$ cat src/rtl/ssg_dac_out.sv
// Stereo soft-mute gain ramp followed by first-order delta-sigma 1-bit DACs.
// Pipeline: capture on enable, scale one clk later, modulate every clk.
module ssg_dac_out #(
  parameter int DATA_W   = 12,
  parameter int GAIN_MAX = 16
) (
  input  logic              clk,
  input  logic              reset,
  input  logic              enable,
  input  logic [DATA_W-1:0] sound_in_l,
  input  logic [DATA_W-1:0] sound_in_r,
  input  logic              mute,
  output logic              dac_l,
  output logic              dac_r,
  output logic              muted
);

  localparam int SH = $clog2(GAIN_MAX);
  localparam int GW = SH + 1;
  localparam int PW = DATA_W + GW;
  localparam logic [GW-1:0] GAIN_FULL = GW'(GAIN_MAX);
  localparam logic [GW-1:0] GAIN_ZERO = {GW{1'b0}};
  localparam logic [GW-1:0] GAIN_ONE  = {{(GW-1){1'b0}}, 1'b1};

  logic [GW-1:0]     gain_q, gain_d;
  logic [GW-1:0]     gain_s_q, gain_s_d;
  logic [DATA_W-1:0] hold_l_q, hold_l_d, hold_r_q, hold_r_d;
  logic              cap_q, cap_d;
  logic [DATA_W-1:0] scaled_l_q, scaled_l_d, scaled_r_q, scaled_r_d;
  logic [DATA_W-1:0] acc_l_q, acc_l_d, acc_r_q, acc_r_d;
  logic              dac_l_q, dac_l_d, dac_r_q, dac_r_d;
  logic              muted_q, muted_d;
  logic [PW-1:0]     prod_l_s, prod_r_s;
  logic [DATA_W:0]   sum_l_s, sum_r_s;

  // Next-state: capture and gain step on strobes, scale one clk later, modulate always
  always_comb begin
    gain_d   = gain_q;
    gain_s_d = gain_s_q;
    hold_l_d = hold_l_q;
    hold_r_d = hold_r_q;
    muted_d  = muted_q;
    if (enable) begin
      hold_l_d = sound_in_l;
      hold_r_d = sound_in_r;
      gain_s_d = gain_q;
      if (mute && (gain_q != GAIN_ZERO)) begin
        gain_d = gain_q - GAIN_ONE;
      end else if (!mute && (gain_q < GAIN_FULL)) begin
        gain_d = gain_q + GAIN_ONE;
      end else begin
        gain_d = gain_q;
      end
      muted_d = (gain_d == GAIN_ZERO);
    end else begin
      gain_d  = gain_q;
      muted_d = muted_q;
    end
    cap_d = enable;

    // Full-scale gain is a power of two, so the product shifted down always fits DATA_W
    prod_l_s = PW'(hold_l_q) * PW'(gain_s_q);
    prod_r_s = PW'(hold_r_q) * PW'(gain_s_q);
    if (cap_q) begin
      scaled_l_d = DATA_W'(prod_l_s >> SH);
      scaled_r_d = DATA_W'(prod_r_s >> SH);
    end else begin
      scaled_l_d = scaled_l_q;
      scaled_r_d = scaled_r_q;
    end

    sum_l_s = {1'b0, acc_l_q} + {1'b0, scaled_l_q};
    sum_r_s = {1'b0, acc_r_q} + {1'b0, scaled_r_q};
    acc_l_d = sum_l_s[DATA_W-1:0];
    acc_r_d = sum_r_s[DATA_W-1:0];
    dac_l_d = sum_l_s[DATA_W];
    dac_r_d = sum_r_s[DATA_W];
  end

  // State registers with synchronous reset to the muted, silent state
  always_ff @(posedge clk) begin
    if (reset) begin
      gain_q     <= GAIN_ZERO;
      gain_s_q   <= GAIN_ZERO;
      hold_l_q   <= {DATA_W{1'b0}};
      hold_r_q   <= {DATA_W{1'b0}};
      cap_q      <= 1'b0;
      scaled_l_q <= {DATA_W{1'b0}};
      scaled_r_q <= {DATA_W{1'b0}};
      acc_l_q    <= {DATA_W{1'b0}};
      acc_r_q    <= {DATA_W{1'b0}};
      dac_l_q    <= 1'b0;
      dac_r_q    <= 1'b0;
      muted_q    <= 1'b1;
    end else begin
      gain_q     <= gain_d;
      gain_s_q   <= gain_s_d;
      hold_l_q   <= hold_l_d;
      hold_r_q   <= hold_r_d;
      cap_q      <= cap_d;
      scaled_l_q <= scaled_l_d;
      scaled_r_q <= scaled_r_d;
      acc_l_q    <= acc_l_d;
      acc_r_q    <= acc_r_d;
      dac_l_q    <= dac_l_d;
      dac_r_q    <= dac_r_d;
      muted_q    <= muted_d;
    end
  end

  assign dac_l = dac_l_q;
  assign dac_r = dac_r_q;
  assign muted = muted_q;

endmodule
$ cat config.mk
export PLATFORM = sky130hd
export DESIGN_NAME = ssg_dac_out
export DESIGN_NICKNAME = d
export VERILOG_FILES = /design/src/rtl/ssg_dac_out.sv
export SDC_FILE = /design/constraint.sdc
export NUM_CORES = 1
export LEC_CHECK = 0
export BUFFER_PORTS_ARGS = -buffer_cell sky130_fd_sc_hd__buf_2
export CAP_MARGIN = 20
export CORE_MARGIN = 4
export CORE_UTILIZATION = 40
export DETAILED_ROUTE_END_ITERATION = 8
export GPL_ROUTABILITY_DRIVEN = 0
export HOLD_SLACK_MARGIN = 0.12
export PLACE_DENSITY = 0.59
export SLEW_MARGIN = 40
export SYNTH_ARGS = -nofsm -noshare
export SYNTH_HDL_FRONTEND = slang
export SYNTH_SLANG_ARGS = --single-unit
$ cat constraint.sdc
create_clock -name clk -period 4.45 [get_ports clk]
set_input_delay 0.89 -clock clk [delete_from_list [all_inputs] [get_ports clk]]
set_output_delay 0.89 -clock clk [all_outputs]
set_load 0.01 [all_outputs]
==> impl_metrics.prom <==
# TYPE chip_impl_metric gauge
chip_impl_info{name="run_status",value="complete, no violations"} 1
chip_impl_metric{name="hold-worst-slack",unit="ns"} 0.479
chip_impl_metric{name="synth.ff_latch_count",unit=""} 86
chip_impl_metric{name="top_level_ports",unit=""} 31
chip_impl_metric{name="placement_rows",unit=""} 48
chip_impl_info{name="netlist.top_cell.by_area",value="dfxtp_1"} 1
chip_impl_metric{name="seqCellArea",unit="sq um"} 1720
chip_impl_metric{name="grt_pass1_vias",unit=""} 5306
chip_impl_metric{name="reg2reg_depth",unit=""} 13
chip_impl_info{name="launch_instance_of_the_worst_register_to_register_path",value="gain_s_q[4]"} 1
chip_impl_metric{name="dpl-instance-area",unit="sq um"} 7560
chip_impl_metric{name="route.detailed.vias_per_inst",unit=""} 4.87
chip_impl_metric{name="avgSynthCellArea",unit="sq um"} 8.59
chip_impl_metric{name="first_iter_violations",unit=""} 208
chip_impl_metric{name="whs_path_depth",unit=""} 2
chip_impl_info{name="synth-main-ff-cell",value="dfxtp_1"} 1
chip_impl_metric{name="dpl.hpwl",unit="mm"} 11.2
chip_impl_metric{name="die_h",unit="um"} 141
chip_impl_metric{name="yosysWarnings",unit=""} 0
chip_impl_metric{name="numCtsBuffers",unit=""} 9
chip_impl_metric{name="post-place-cells",unit=""} 1069
chip_impl_metric{name="max-slew-margin-rel",unit="%"} 51.2
chip_impl_metric{name="sequential_fraction_of_the_synthesis_area",unit="%"} 24.3
chip_impl_info{name="worstHoldPathType",value="reg2reg"} 1
chip_impl_metric{name="layout_filler_cell_count",unit=""} 1722
chip_impl_metric{name="wire_per_inst",unit="um"} 13.2
chip_impl_metric{name="r2r_slack",unit="ns"} 0.26
chip_impl_metric{name="cts_sinks",unit=""} 86
chip_impl_info{name="crit-reg2reg-capture",value="scaled_l_q[5]"} 1
chip_impl_metric{name="vdd.ir_drop.worst",unit="uV"} 200
chip_impl_metric{name="synth.distinct_cells",unit=""} 50
chip_impl_metric{name="switching_power",unit="mW"} 0.467
chip_impl_metric{name="clk_pin_slew",unit="ns"} 0.07
chip_impl_metric{name="grt_start_max_net_pins",unit=""} 45
chip_impl_metric{name="final-hold-violation-count",unit=""} 0
chip_impl_metric{name="standard_cell_core_area",unit="sq um"} 17400
chip_impl_info{name="synth.top_cells.by_area",value="dfxtp_1 24%, fa_1 16%, ha_1 12%, inv_1 5.8%, and2_1 5.6%"} 1
chip_impl_metric{name="power.leakage",unit="nW"} 3.84
chip_impl_info{name="clock-root-buffer",value="clkbuf_16"} 1
chip_impl_metric{name="p_total",unit="mW"} 1.84
chip_impl_metric{name="grt_overflow_total",unit=""} 0
chip_impl_metric{name="switching_share",unit="%"} 25.3
chip_impl_metric{name="cts_max_level",unit=""} 3
chip_impl_info{name="cts_tree",value="yes"} 1
chip_impl_metric{name="postSynthNetCount",unit=""} 982
chip_impl_metric{name="critical_path.max_fanout",unit=""} 12
chip_impl_metric{name="num_vias",unit=""} 5282
chip_impl_info{name="crit_path_end_kind",value="flip-flop"} 1
chip_impl_info{name="start_kind",value="flip-flop"} 1
chip_impl_metric{name="cell_area_after_technology_mapping",unit="sq um"} 7100
chip_impl_metric{name="grt_pass1_wl",unit="mm"} 25.1
chip_impl_info{name="worst-setup-path-type",value="reg2reg"} 1
chip_impl_metric{name="final_core_util",unit="%"} 45.4
chip_impl_info{name="worst_setup_path_endpoint",value="scaled_l_q[5]"} 1
chip_impl_metric{name="fmax",unit="MHz"} 239
chip_impl_metric{name="data_arrival_critical_path",unit="ns"} 4.41
chip_impl_metric{name="async_flop_share",unit="%"} 0
chip_impl_info{name="crit_start",value="gain_s_q[4]"} 1
chip_impl_metric{name="design.die.area",unit="sq um"} 19900
chip_impl_metric{name="post-route-period-util",unit="%"} 94.1
chip_impl_metric{name="clk_latency",unit="ns"} 0.35
chip_impl_metric{name="setup_slack",unit="ns"} 0.261
chip_impl_metric{name="post_route_drc",unit=""} 0
chip_impl_metric{name="setup_tns",unit="ns"} 0
chip_impl_metric{name="multi_input_comb_area",unit="sq um"} 4860
chip_impl_metric{name="final_nets",unit=""} 1011
chip_impl_metric{name="max-cap-violations",unit=""} 0
chip_impl_info{name="rsz0062_at_grt",value="no"} 1
chip_impl_metric{name="effective_utilization_at_floorplan",unit="%"} 40.9
chip_impl_metric{name="placement.setup.worst_slack",unit="ns"} 0.172
chip_impl_metric{name="drt_pre_antenna_iters",unit=""} 4
chip_impl_metric{name="grt_antenna_before_repair",unit=""} 0
chip_impl_metric{name="tightestPinTransition",unit="ns"} 0.723
chip_impl_metric{name="drt_wl_total",unit="mm"} 14.3
chip_impl_metric{name="synth_top_cell_area_share",unit="%"} 24.3
chip_impl_metric{name="p_int",unit="mW"} 1.38
chip_impl_metric{name="cts_setup_buffers",unit=""} 0
chip_impl_metric{name="netlist_instances",unit=""} 826
chip_impl_metric{name="power.combinational.fraction",unit="%"} 10.3
chip_impl_metric{name="antenna_left",unit=""} 0
chip_impl_metric{name="drive_gt1_share",unit="%"} 7.91
chip_impl_metric{name="cts-root-to-sink-buffers",unit=""} 2
chip_impl_metric{name="finalSetupViolations",unit=""} 0
chip_impl_metric{name="synth_edf_count",unit=""} 0
chip_impl_metric{name="seq_power_share",unit="%"} 45.3
chip_impl_metric{name="finalMaxSlewViolations",unit=""} 0
chip_impl_metric{name="areaGrowthSynthToFinish",unit="%"} 11.0
chip_impl_metric{name="power.clock.fraction",unit="%"} 44.4
chip_impl_metric{name="final_period_demand_of_the_worst_path",unit="ns"} 4.19
chip_impl_metric{name="antennaDiodeCount",unit=""} 0
chip_impl_metric{name="grtUsageTotal",unit="%"} 15.5
chip_impl_metric{name="port_buffers",unit=""} 30
chip_impl_metric{name="final_cell_count_no_fill",unit=""} 1085
chip_impl_metric{name="die_x",unit="um"} 141
chip_impl_metric{name="clock-skew-final",unit="ns"} 0.00514
chip_impl_metric{name="cp_data_required_time",unit="ns"} 4.67
chip_impl_metric{name="postLayoutCellArea",unit="sq um"} 7880
chip_impl_metric{name="power.density_cell_area",unit="nW/um^2"} 234
[cells in the mapped netlist, types with 5 or more instances]
| master | n |
|---|---|
| buf_1 | 9 |
| nor2b_1 | 8 |
| or3_1 | 5 |
| inv_1 | 110 |
| o21ai_0 | 28 |
| ha_1 | 70 |
| a211oi_1 | 9 |
| a21oi_1 | 25 |
| nand2b_1 | 6 |
| xnor2_1 | 24 |
| nand4_1 | 5 |
| clkbuf_1 | 20 |
| xor2_1 | 15 |
| mux2i_1 | 40 |
| dfxtp_1 | 86 |
| and2_1 | 64 |
| o21a_1 | 6 |
| nand3_1 | 6 |
| a21o_1 | 8 |
| nor2_1 | 96 |
| nor3_1 | 11 |
| fa_1 | 58 |
| nand2_1 | 74 |
[worst min path at each step]
stage | from | slack (ns) | endpoint
CTS | scaled_r_q[6] | 0.48 | scaled_r_q[6]
detailed placement | muted | 0.46 | muted
global route | scaled_l_q[10] | 0.50 | scaled_l_q[10]
global placement | muted | 0.46 | muted
finish | scaled_r_q[6] | 0.48 | scaled_r_q[6]
floorplan | scaled_l_q[5] | 0.43 | scaled_l_q[5]
[critical path, stage by stage (launching register included)]
cell and delay [ns]:
dfxtp_1 0.47, buf_4 0.23, nand2_1 0.09, fa_1 0.51, fa_1 0.52, fa_1 0.55, inv_1 0.05, ha_1 0.32
o21a_1 0.22, a2111oi_0 0.47, nor3_1 0.13, a21oi_1 0.21, xor2_1 0.20, o21ai_0 0.10
[cell families (layout without fill, tap and decap cells)]
kind of cell / after synthesis / in the layout / synth area share [%]
AOI/OAI and AO/OA: 108 / 108 / 9.90
xor gates and xnor gates: 39 / 39 / 4.81
adders and majority gates: 128 / 128 / 28.7
buffers and inverters: 139 / 173 / 7.35
DFF: 86 / 86 / 24.3
muxes: 42 / 42 / 5.96
and+or+nand+nor: 284 / 284 / 19.0
[power by group through the flow]
stage               sequential [mW]  combinational (mW)  clock [mW]
finish                        0.835               0.191       0.818
global route                  0.840               0.219       0.876
CTS                           0.835               0.194       0.846
detailed placement            0.853               0.193           0
global placement              0.853               0.188           0
floorplan                     0.835               0.144           0
[area by class of cell]
| type | count | share of cell area, % |
|---|---|---|
| Timing Repair Buffer | 47 | 3.71 |
| Multi-Input combinational cell | 601 | 61.6 |
| Clock buffer | 11 | 2.95 |
| Clock inverter | 5 | 1.05 |
| Sequential cell | 86 | 21.9 |
| Tap cell | 225 | 3.57 |
| Inverter | 110 | 5.24 |
[state kept, by name (all words and copies together) (netlist names)]
name	count
gain_q	5
dac_r	1
acc_l_q	12
muted	1
hold_l_q	12
scaled_l_q	12
cap_q	1
acc_r_q	12
gain_s_q	5
scaled_r_q	12
dac_l	1
hold_r_q	12
[repair_timing]
item,4_1_cts,5_1_grt
resized for setup,0,2
setup endpoints to repair,0,3
hold buffers,0,0
[placed cells by master (no fill, tap or decap), types with 17 or more instances in the layout]
cell	count
nor2_1	96
and2_1	64
fa_1	58
mux2i_1	40
xnor2_1	24
buf_4	17
buf_2	29
dfxtp_1	85
a21oi_1	25
ha_1	70
o21ai_0	28
inv_1	110
nand2_1	74
[routing by layer]
metal | track usage [%] | share of wire, %
met5 | 0 | 0
met4 | 3.21 | 0.97
met3 | 4.17 | 2.7
met2 | 26.1 | 48
met1 | 20.0 | 48
No activity file was read; power rests on OpenSTA's default activity.
